==> src/rtl/memory_stage_pkg.sv <==
// Shared pipeline structs for the EX/MEM boundary and the MEM/WB result,
// plus a helper that decides whether a captured instruction touches memory.
package memory_stage_pkg;

    localparam int DATA_W = 32;
    localparam int REG_W  = 5;

    typedef struct packed {
        logic              valid;
        logic              halt;
        logic              RegWr;
        logic [REG_W-1:0]  wsel;
        logic [DATA_W-1:0] alu_out;
        logic [DATA_W-1:0] store_data;
        logic              MemRead;
        logic              MemWrite;
        logic              MemToReg;
    } execute_t;

    typedef struct packed {
        logic              valid;
        logic              halt;
        logic              RegWr;
        logic [REG_W-1:0]  wsel;
        logic              MemToReg;
        logic [DATA_W-1:0] alu_out;
        logic [DATA_W-1:0] dload;
    } memory_t;

    // A live, non-halt instruction with a read or write needs a cache access.
    function automatic logic mem_request(input execute_t e);
        return e.valid & ~e.halt & (e.MemRead | e.MemWrite);
    endfunction

endpackage

==> src/rtl/memory_stage.sv <==
// Pipeline memory stage: EX/MEM register, a small access FSM that holds the
// pipeline (via mem_busy) until the data cache answers, and the MEM/WB result.
module memory_stage
    import memory_stage_pkg::*;
(
    input  logic        CLK,
    input  logic        nRST,
    input  execute_t    execute_p,
    input  logic        ihit,
    input  logic        dhit,
    input  logic        flush,
    input  logic        stall,
    input  logic [31:0] dmemload,
    output memory_t     memory_p,
    output logic        dmemREN,
    output logic        dmemWEN,
    output logic [31:0] dmemaddr,
    output logic [31:0] dmemstore,
    output logic        mem_busy
);

    typedef enum logic [1:0] {
        IDLE = 2'd0,
        REQ  = 2'd1,
        DONE = 2'd2
    } state_t;

    state_t      r_state;
    state_t      w_state_next;
    execute_t    r_ex_q;
    execute_t    w_ex_next;
    logic [31:0] r_dload_q;
    logic [31:0] w_dload_next;
    logic        w_in_req;
    logic        w_adv;

    assign w_in_req = (r_state == REQ);
    assign w_adv    = ihit & ~stall & ~w_in_req;

    // Next-state: capture on advance (IDLE/DONE), wait for dhit in REQ.
    always_comb begin
        w_state_next = r_state;
        w_ex_next    = r_ex_q;
        w_dload_next = r_dload_q;
        case (r_state)
            IDLE, DONE: begin
                if (w_adv) begin
                    w_ex_next    = flush ? '0 : execute_p;
                    w_state_next = mem_request(w_ex_next) ? REQ : IDLE;
                end
            end
            REQ: begin
                if (dhit) begin
                    w_dload_next = dmemload;
                    w_state_next = DONE;
                end
            end
            default: begin
                w_state_next = IDLE;
            end
        endcase
    end

    // State, EX/MEM and load registers with synchronous active-low reset.
    always_ff @(posedge CLK) begin
        if (!nRST) begin
            r_state   <= IDLE;
            r_ex_q    <= '0;
            r_dload_q <= '0;
        end else begin
            r_state   <= w_state_next;
            r_ex_q    <= w_ex_next;
            r_dload_q <= w_dload_next;
        end
    end

    // Cache request outputs are only driven while an access is outstanding.
    always_comb begin
        dmemREN   = 1'b0;
        dmemWEN   = 1'b0;
        dmemaddr  = '0;
        dmemstore = '0;
        mem_busy  = 1'b0;
        if (w_in_req) begin
            dmemREN   = r_ex_q.MemRead;
            dmemWEN   = r_ex_q.MemWrite;
            dmemaddr  = r_ex_q.alu_out;
            dmemstore = r_ex_q.store_data;
            mem_busy  = 1'b1;
        end
    end

    // Stage result straight from registers; hidden while the access is pending.
    always_comb begin
        memory_p.valid    = r_ex_q.valid & ~w_in_req;
        memory_p.halt     = r_ex_q.halt;
        memory_p.RegWr    = r_ex_q.RegWr;
        memory_p.wsel     = r_ex_q.wsel;
        memory_p.MemToReg = r_ex_q.MemToReg;
        memory_p.alu_out  = r_ex_q.alu_out;
        memory_p.dload    = r_dload_q;
    end

endmodule

==> config.mk <==
export PLATFORM = sky130hd
export DESIGN_NAME = memory_stage
export DESIGN_NICKNAME = d
export VERILOG_FILES = /design/src/rtl/memory_stage_pkg.sv /design/src/rtl/memory_stage.sv
export SDC_FILE = /design/constraint.sdc
export NUM_CORES = 1
export LEC_CHECK = 0
export CAP_MARGIN = 15
export CORE_MARGIN = 3
export CORE_UTILIZATION = 40
export CTS_CLUSTER_SIZE = 40
export DETAILED_ROUTE_END_ITERATION = 6
export PLACE_DENSITY_LB_ADDON = 0.3
export SYNTH_ARGS = -nofsm -noshare
export SYNTH_HDL_FRONTEND = slang
export SYNTH_SLANG_ARGS = --single-unit
==> constraint.sdc <==
create_clock -name CLK -period 1.7 [get_ports CLK]
set_input_delay 0.425 -clock CLK [delete_from_list [all_inputs] [get_ports CLK]]
set_output_delay 0.425 -clock CLK [all_outputs]
set_load 0.01 [all_outputs]
# Word level (Yosys, flattened, before mapping)
# Index checks and enable logic that the tools add are counted.
op_classes:
  n_eq_ne: 4
  n_mux: 10
  bitwise: 9
  n_reduce_logical: 5
ops:
  columns: ["operator", "n"]
  rows:
  - ["$mux W75", 1]
  - ["$mux W32", 2]
  - ["$reduce_and A2 Y1", 3]
  - ["$and A1 B1 Y1", 5]
  - ["$mux W1", 4]
  - ["$mux W2", 2]
  - ["$ne A2 B2 Y1 const B", 2]
  - ["$pmux W2 S2", 1]
  - ["$not A1 Y1", 3]
  - ["$eq A2 B1 Y1 const B", 1]
  - ["$eq A2 B2 Y1 const B", 1]
  - ["$logic_not A2 Y1", 1]
  - ["$reduce_or A2 Y1", 1]
  - ["$or A1 B1 Y1", 1]
word_totals:
  reg_bits: 109
  input_bits: 113
  out_inout_bits: 140
  elab_cells: 39

# Logic depth before layout (Yosys ltp)
# Gate-level depths: netlist of the first run.
depth:
  ltp_word: 7
  mapped_depth: 6
  depth_no_buf: 3

# Worst setup path before layout of the first run
# Ideal clock, no wire load.
synth_timing:
  path_type: "register to output"
  start: "register r_state[0]"
  end: "output dmemaddr[11]"
  arrival_ns: 1.135
  slack_ns: 0.140
  path_stages_with_launch: 5
  path_cell_list: "dfxtp_1 > and2b_1 > buf_2 > clkbuf_1 > and2_1"
synth_via:
  elab_chain_cells: 2
synth_lines:
  columns: ["item", "line", "rtl"]
  rows:
  - ["from (decl)", "memory_stage.sv:28", "state_t r_state;"]
  - ["from (signal assigned)", "memory_stage.sv:71", "r_state <= w_state_next;"]
  - ["$eq A2 B1 Y1", "memory_stage.sv:37", "assign w_in_req = (r_state == REQ);"]
  - ["$mux W32", "memory_stage.sv:84", "if (w_in_req) begin"]
  - ["to (decl)", "memory_stage.sv:17", "output logic [31:0] dmemaddr,"]
# No other way between the ends.

# Worst setup path in the final report of the first run
layout_timing:
  start: "register r_state[1]"
  end: "output dmemaddr[29]"
# Same word-level chain as after synthesis.

==> impl_summary.log, run 1 <==
INFO  metric power_leakage = 3.809 nW
INFO  metric area_growth_from_synthesis_to_layout = 58.52%
INFO  metric nets_in_the_synthesized_netlist = 713
INFO  metric timing.final.ws_setup = -0.2487 ns
INFO  metric tritoncts = done
INFO  metric track_usage = 0.2235
INFO  metric placement.io_buffers = 252
INFO  metric grt_antenna_before_repair = 0
INFO  metric rows = 40
INFO  metric h-tree-depth = 3
INFO  metric count_of_pins_on_the_block_boundary = 253
INFO  metric synth.top_cells.by_area = dfxtp_1 (43%), nand3b_1 (11%), nand2_1 (10%), a21boi_1 (9.1%), and2_1 (8.0%)
INFO  metric gp_congestion = 0.7430
INFO  metric layout.area.seq = 0.002183 sq mm
INFO  metric rsz0062_at_grt = true
INFO  metric max_stage_delay = 0.33 ns
INFO  metric critPathCaptureType = output port
INFO  metric cts-root-buf = clkbuf_16
INFO  metric number_of_flops_mapped_to_enable_cells_by_yosys = 0
INFO  metric cts_sinks = 109
INFO  metric run_status = finished with violations
INFO  metric nets = 920
INFO  metric clock.fmax = 513.2 MHz
INFO  metric synthDominantAreaCellType = dfxtp_1
INFO  metric finalCritPeriodShare = 1.146
INFO  metric yosys_most_used_dff = dfxtp_1
INFO  metric grt_pass1_vias = 4929
INFO  metric drive_above_1_share = 0.1948
INFO  metric ys_seq_area_frac = 0.4253
INFO  metric yosysMostFrequentCell = nand2_1
INFO  metric power_per_cell_area = 649.1 mW/mm^2
INFO  metric post_synth_instance_area = 0.005131 sq mm
INFO  metric synth_largest_type_area_fraction = 0.4253
INFO  metric clockBufferDepth = 2
INFO  metric slew_viol_final = 0
INFO  metric multiInputGateArea = 0.002495 sq mm
INFO  metric initial_utilization = 0.4185
INFO  metric crit_path_cell_trace = and2b_4 -> buf_8 -> buf_12 -> buf_16 -> and2_4 -> buf_6
INFO  metric setup.worst_path.class = flip-flop to output port
INFO  metric report.final.hold_viol_count = 0
INFO  metric final.min_clock_period = 1.949 ns
INFO  metric async_reset_ff_frac = 0
INFO  metric startpoint_type = flip-flop
INFO  metric critical_path_arrival = 1.52 ns
INFO  metric worstPathMaxFanout = 6
INFO  metric synth_commonest_cells = nand2_1 (139), dfxtp_1 (109), nand3b_1 (77), and2_1 (66), a21boi_1 (62)
INFO  metric clock_insertion_delay_worst_skew = 0.34 ns
INFO  metric n_fill_cell = 999
INFO  metric syn-instance-count = 600
INFO  metric normalized_max_slew_margin = 0.7604
INFO  metric number_of_buffers_created_by_cts = 9
INFO  metric required = 1.27 ns
INFO  metric cts-hold-fix-buffers = 0
INFO  metric drt.antenna.violating_nets = 0
INFO  metric global_route.overflow_total = 0
INFO  metric floorplan.core_area = 0.01226 sq mm
INFO  metric measured_slew_at_the_worst_slew_check_pin = 0.3594 ns
INFO  metric setup-violations-final = 68
INFO  metric global_route_wire_length_before_repair = 25590 um
INFO  metric grt_max_degree = 77
INFO  metric synth-seq-cells = 109
INFO  metric drt-initial-drc-count = 297
INFO  metric routed_via_density = 4.926
INFO  metric clkTransAtPathRegs = 0.07 ns
INFO  metric power = 5.280 mW
INFO  metric hold-worst-slack = 0.4224 ns
INFO  metric first_pass_iters = 4
INFO  metric post-dp-hpwl = 10940 um
INFO  metric skew = 0.006714 ns
INFO  metric holdCritPathClass = input pin to flip-flop
INFO  metric failed_checks = setup timing
INFO  metric worst_ir_drop_vdd = 0.0004935 V
INFO  metric setup_tns = -12.18 ns
INFO  metric cap_viol_max_count = 0
INFO  metric ys_types = 20
INFO  metric dieArea = 0.01422 sq mm
INFO  metric fp.dieH = 119.3 um
INFO  metric avgSynthCellArea = 8.552 sq um
INFO  metric num_vias = 4823
INFO  metric cp_slowest_cell = dfxtp_2
INFO  metric synth_warnings = 0
INFO  metric antennaDiodeCount = 0
INFO  metric die_width = 119.3 um
INFO  metric detail_route.drc_violations = 0
INFO  metric wirelength = 16480 um
INFO  metric wl_per_cell = 16.83 um
## report_power, final
| group | switching (mW) | internal (mW) | leakage, nW |
|---|---|---|---|
| Combinational | 0.250 | 0.415 | 2.78 |
| Clock | 0.910 | 1.06 | 0.141 |
| Sequential | 0.0341 | 2.61 | 0.883 |
## layout make-up
cell class,count,area share
timing repair buffer,287,0.3650
multi-input combinational,400,0.3067
sequential,109,0.2684
clock buffer,11,0.03107
tap,168,0.02584
clock inverter,4,0.002923
## worst max-delay path, delay by kind of cell, from the launching register on
| kind | cells | cell delay, ns |
|---|---|---|
| flip-flops | 1 | 0.33 |
| AND/OR/NAND/NOR | 2 | 0.35 |
| buffers and inverters | 4 | 0.49 |
## per-layer routing
| layer | vias to the layer above | wire (um) | GRT usage |
|---|---|---|---|
| met2 | 178 | 8344 | 0.4006 |
| li1 | 2333 | - | - |
| met4 | 0 | 444 | 0.08472 |
| met1 | 2279 | 6362 | 0.2429 |
| met5 | - | 0 | 0 |
| met3 | 33 | 1329 | 0.07407 |
## registers in the layout (all words and copies together), names as in the netlist
signal	flops
memory_p	40
r_ex_q	35
r_dload_q	32
r_state	2
## worst paths after layout
check / start / endpoint / slack [ns] / cells past startpoint
min: flush / r_state[0] / 0.42 / 4
min reg2reg: r_ex_q[6] / r_ex_q[6] / 0.45 / 2
max reg2reg: r_state[0] / memory_p[35] / 0.16 / 5
max: r_state[1] / dmemaddr[29] / -0.25 / 6
## placed cells by master, fill, tap and decap left out, types with 2 or more instances in the layout
cell type	instances
nand2_1	139
clkdlybuf4s50_1	132
dfxtp_1	108
nand3b_1	77
a21boi_1	62
a21boi_0	45
dlymetal6s2s_1	40
buf_6	35
and2_4	34
buf_2	34
and2_1	32
buf_4	21
clkbuf_16	11
dlygate4sd2_1	10
buf_12	6
buf_16	5
clkinv_2	3
nor2b_1	2
clkbuf_8	2
buf_8	2
## kinds of logic (layout without fill, tap and decap cells)
logic type / after synthesis / in the layout / share of synthesized area
simple gates: 290 / 290 / 0.3080
compound gates: 110 / 110 / 0.1600
flops: 109 / 109 / 0.4253
buf+inv: 91 / 302 / 0.1068
## through the flow
| stage | setup WS [ns] | utilization | cell area (sq um) | std cells |
|---|---|---|---|---|
| after floorplan | 0.1404 | - | 5131 | 600 |
| after global placement | -0.2386 | 0.6135 | 7522 | 947 |
| after detailed placement | -0.2612 | 0.6135 | 7522 | 947 |
| after CTS | -0.2721 | 0.6504 | 7975 | 977 |
| after global routing | -0.3161 | 0.6634 | 8134 | 979 |
| final | -0.2487 | 0.6634 | 8134 | 979 |
## repair_timing
item | 4_1_cts | 5_1_grt
cloned | 7 | 2
gates resized for setup | 349 | 60
pin swaps | 23 | 1
buffers inserted | 10 | 4
endpoints found under the setup margin | 75 | 108
Note: power is estimated with default switching activity, not from simulation.
==> run 2, diff against run 1 <==
--- a/config.mk
+++ b/config.mk
@@ -6,8 +6,8 @@
 export NUM_CORES = 1
 export LEC_CHECK = 0
 export CAP_MARGIN = 15
-export CORE_MARGIN = 3
-export CORE_UTILIZATION = 40
+export CORE_MARGIN = 2
+export CORE_UTILIZATION = 41
 export CTS_CLUSTER_SIZE = 40
 export DETAILED_ROUTE_END_ITERATION = 6
 export PLACE_DENSITY_LB_ADDON = 0.3
==> run 2 against run 1 <==
Effect of this change:
- global-route usage down 1.1 points
- largest power group unchanged
- via count is 1.0% lower
- worst setup slack better by 0.046 ns
- critical path type unchanged
- the flow still finishes with violations (setup timing)
==> impl_summary.log, run 2 (synthesized netlist as in run 1, its figures left out) <==
INFO  metric post_layout_utilization_of_the_core = 0.6744 (was 0.6634)
INFO  metric largest_register_ffs = 40 (unchanged)
INFO  metric report.final.hold_viol_count = 0 (unchanged)
INFO  metric layout.cells.most_common = clkdlybuf4s50_1 (was nand2_1)
INFO  metric antennaDiodeCount = 0 (unchanged)
INFO  metric h-tree-depth = 3 (unchanged)
INFO  metric rows = 40 (unchanged)
INFO  metric power_per_cell_area = 660.3 mW/mm^2 (was 649.1 mW/mm^2)
INFO  metric layout_common_cells = clkdlybuf4s50_1 (146), nand2_1 (139), dfxtp_1 (108) (was nand2_1 (139), clkdlybuf4s50_1 (132), dfxtp_1 (108))
INFO  metric clkTransAtPathRegs = 0.07 ns (about the same)
INFO  metric number_of_buffers_created_by_cts = 9 (unchanged)
INFO  metric fp.dieH = 115.9 um (was 119.3 um)
INFO  metric cap_viol_max_count = 0 (unchanged)
INFO  metric startpoint_type = flip-flop (unchanged)
INFO  metric layout.area.seq = 0.002183 sq mm (unchanged)
INFO  metric stdcell_count = 976 (was 979)
INFO  metric grt_pass1_vias = 4677 (was 4929)
INFO  metric worst_ir_drop_vdd = 0.0006009 V (was 0.0004935 V)
INFO  metric placement.setup.worst_slack = -0.2295 ns (was -0.2612 ns)
INFO  metric run_status = finished with violations (unchanged)
INFO  metric dieArea = 0.01343 sq mm (was 0.01422 sq mm)
INFO  metric global_route.overflow_total = 0 (unchanged)
INFO  metric critical_path_arrival = 1.48 ns (was 1.52 ns)
INFO  metric die_width = 115.9 um (was 119.3 um)
INFO  metric clock.fmax = 525.6 MHz (was 513.2 MHz)
INFO  metric routed_via_density = 4.891 (was 4.926)
INFO  metric detail_route.drc_violations = 0 (unchanged)
INFO  metric wirelength = 15540 um (was 16480 um)
INFO  metric tritoncts = done (unchanged)
INFO  metric measured_slew_at_the_worst_slew_check_pin = 0.3374 ns (was 0.3594 ns)
INFO  metric initial_utilization = 0.4237 (was 0.4185)
INFO  metric first_pass_iters = 5 (was 4)
INFO  metric global_route_wire_length_before_repair = 22520 um (was 25590 um)
INFO  metric hold-worst-slack = 0.4470 ns (was 0.4224 ns)
INFO  metric timing.final.ws_setup = -0.2026 ns (was -0.2487 ns)
INFO  metric holdCritPathClass = flip-flop to flip-flop (was input pin to flip-flop)
INFO  metric track_usage = 0.2125 (was 0.2235)
INFO  metric nets = 917 (was 920)
INFO  metric wl_per_cell = 15.92 um (was 16.83 um)
INFO  metric clock_insertion_delay_worst_skew = 0.34 ns (about the same)
INFO  metric clockBufferDepth = 2 (unchanged)
INFO  metric cts_sinks = 109 (unchanged)
INFO  metric drive_above_1_share = 0.1968 (was 0.1948)
INFO  metric setup.worst_path.class = flip-flop to output port (unchanged)
INFO  metric required = 1.27 ns (about the same)
INFO  metric n_fill_cell = 990 (was 999)
INFO  metric slew_viol_final = 0 (unchanged)
INFO  metric multiInputGateArea = 0.002512 sq mm (was 0.002495 sq mm)
INFO  metric area_growth_from_synthesis_to_layout = 59.18% (was 58.52%)
INFO  metric power_leakage = 3.673 nW (was 3.809 nW)
INFO  metric skew = 0.007235 ns (was 0.006714 ns)
INFO  metric count_of_pins_on_the_block_boundary = 253 (unchanged)
INFO  metric grt_max_degree = 59 (was 77)
INFO  metric placement.io_buffers = 252 (unchanged)
INFO  metric gp_congestion = 0.7878 (was 0.7430)
INFO  metric cts-hold-fix-buffers = 0 (unchanged)
INFO  metric floorplan.core_area = 0.01211 sq mm (was 0.01226 sq mm)
INFO  metric normalized_max_slew_margin = 0.7751 (was 0.7604)
INFO  metric num_vias = 4774 (was 4823)
INFO  metric grt_antenna_before_repair = 0 (unchanged)
INFO  metric final.min_clock_period = 1.903 ns (was 1.949 ns)
INFO  metric setup-violations-final = 68 (unchanged)
INFO  metric drt-initial-drc-count = 217 (was 297)
INFO  metric worstPathMaxFanout = 8 (was 6)
INFO  metric drt.antenna.violating_nets = 0 (unchanged)
INFO  metric failed_checks = setup timing (unchanged)
INFO  metric number_of_cells_in_the_design_after_placement = 947 (unchanged)
INFO  metric post-dp-hpwl = 10460 um (was 10940 um)
INFO  metric setup_tns = -10.33 ns (was -12.18 ns)
INFO  metric finalCritPeriodShare = 1.119 (was 1.146)
INFO  metric cts-root-buf = clkbuf_16 (unchanged)
INFO  metric critPathCaptureType = output port (unchanged)
INFO  metric rsz0062_at_grt = true (unchanged)
[run 2: cell count changes in the layout (fill, tap and decap cells not counted), moves of 2 or more]
cell,delta
buf_12,+2
buf_4,-5
buf_6,+9
dlygate4sd2_1,-10
clkinv_2,-3
buf_16,-5
clkdlybuf4s50_1,+14
and2_1,-6
clkbuf_1,+3
and2_4,+6
buf_2,-8
clkbuf_16,+2
dlymetal6s2s_1,-4
[run 2: worst paths after layout]
| check | from | to | slack [ns] | cells past startpoint |
|---|---|---|---|---|
| setup / recovery | r_state[1] | dmemstore[25] | -0.20 | 5 |
| hold / removal | memory_p[66] | memory_p[66] | 0.45 | 2 |
| setup reg to reg | r_state[0] | r_ex_q[15] | 0.17 | 5 |
| hold reg to reg | memory_p[66] | memory_p[66] | 0.45 | 2 |
[run 2: cell type report]
type | instances | area share
timing repair buffer | 284 | 0.3634
tap | 168 | 0.02574
clock buffer | 14 | 0.03232
sequential | 109 | 0.2673
clock inverter | 1 | 0.003676
multi-input combinational | 400 | 0.3076
[run 2: worst max-delay path: stages (launching register included)]
cell and delay, ns:
dfxtp_2 0.32, and2b_4 0.28, buf_8 0.14, clkbuf_16 0.15, and2_1 0.12, buf_2 0.13
[run 2: where the power goes]
part           leakage, nW  internal, mW  switching, mW
registers            0.883          2.61         0.0342
logic                 2.65         0.412          0.243
clock network        0.143          1.22          0.876
total                 3.67          4.24           1.15
[run 2: per-stage QoR]
stage | power (mW) | instance area [sq um]
6_report | 5.394 | 8168
5_1_grt | 5.605 | 8168
4_1_cts | 5.446 | 7797
3_5_place_dp | 3.343 | 7536
3_3_place_gp | 3.332 | 7536
2_1_floorplan | 2.979 | 5131
[run 2: timing repair]
action,4_1_cts,5_1_grt
gates cloned,0,7
gates resized for setup,162,243
endpoints found under the setup margin,76,103
pin swaps,0,29
buffers inserted,0,7
[run 2: per-layer routing]
metal,share of wire,GRT usage,wire (um)
met2,0.50,0.3786,7771
met1,0.40,0.2356,6240
met3,0.075,0.06538,1159
met5,0,0,0
met4,0.024,0.08651,369
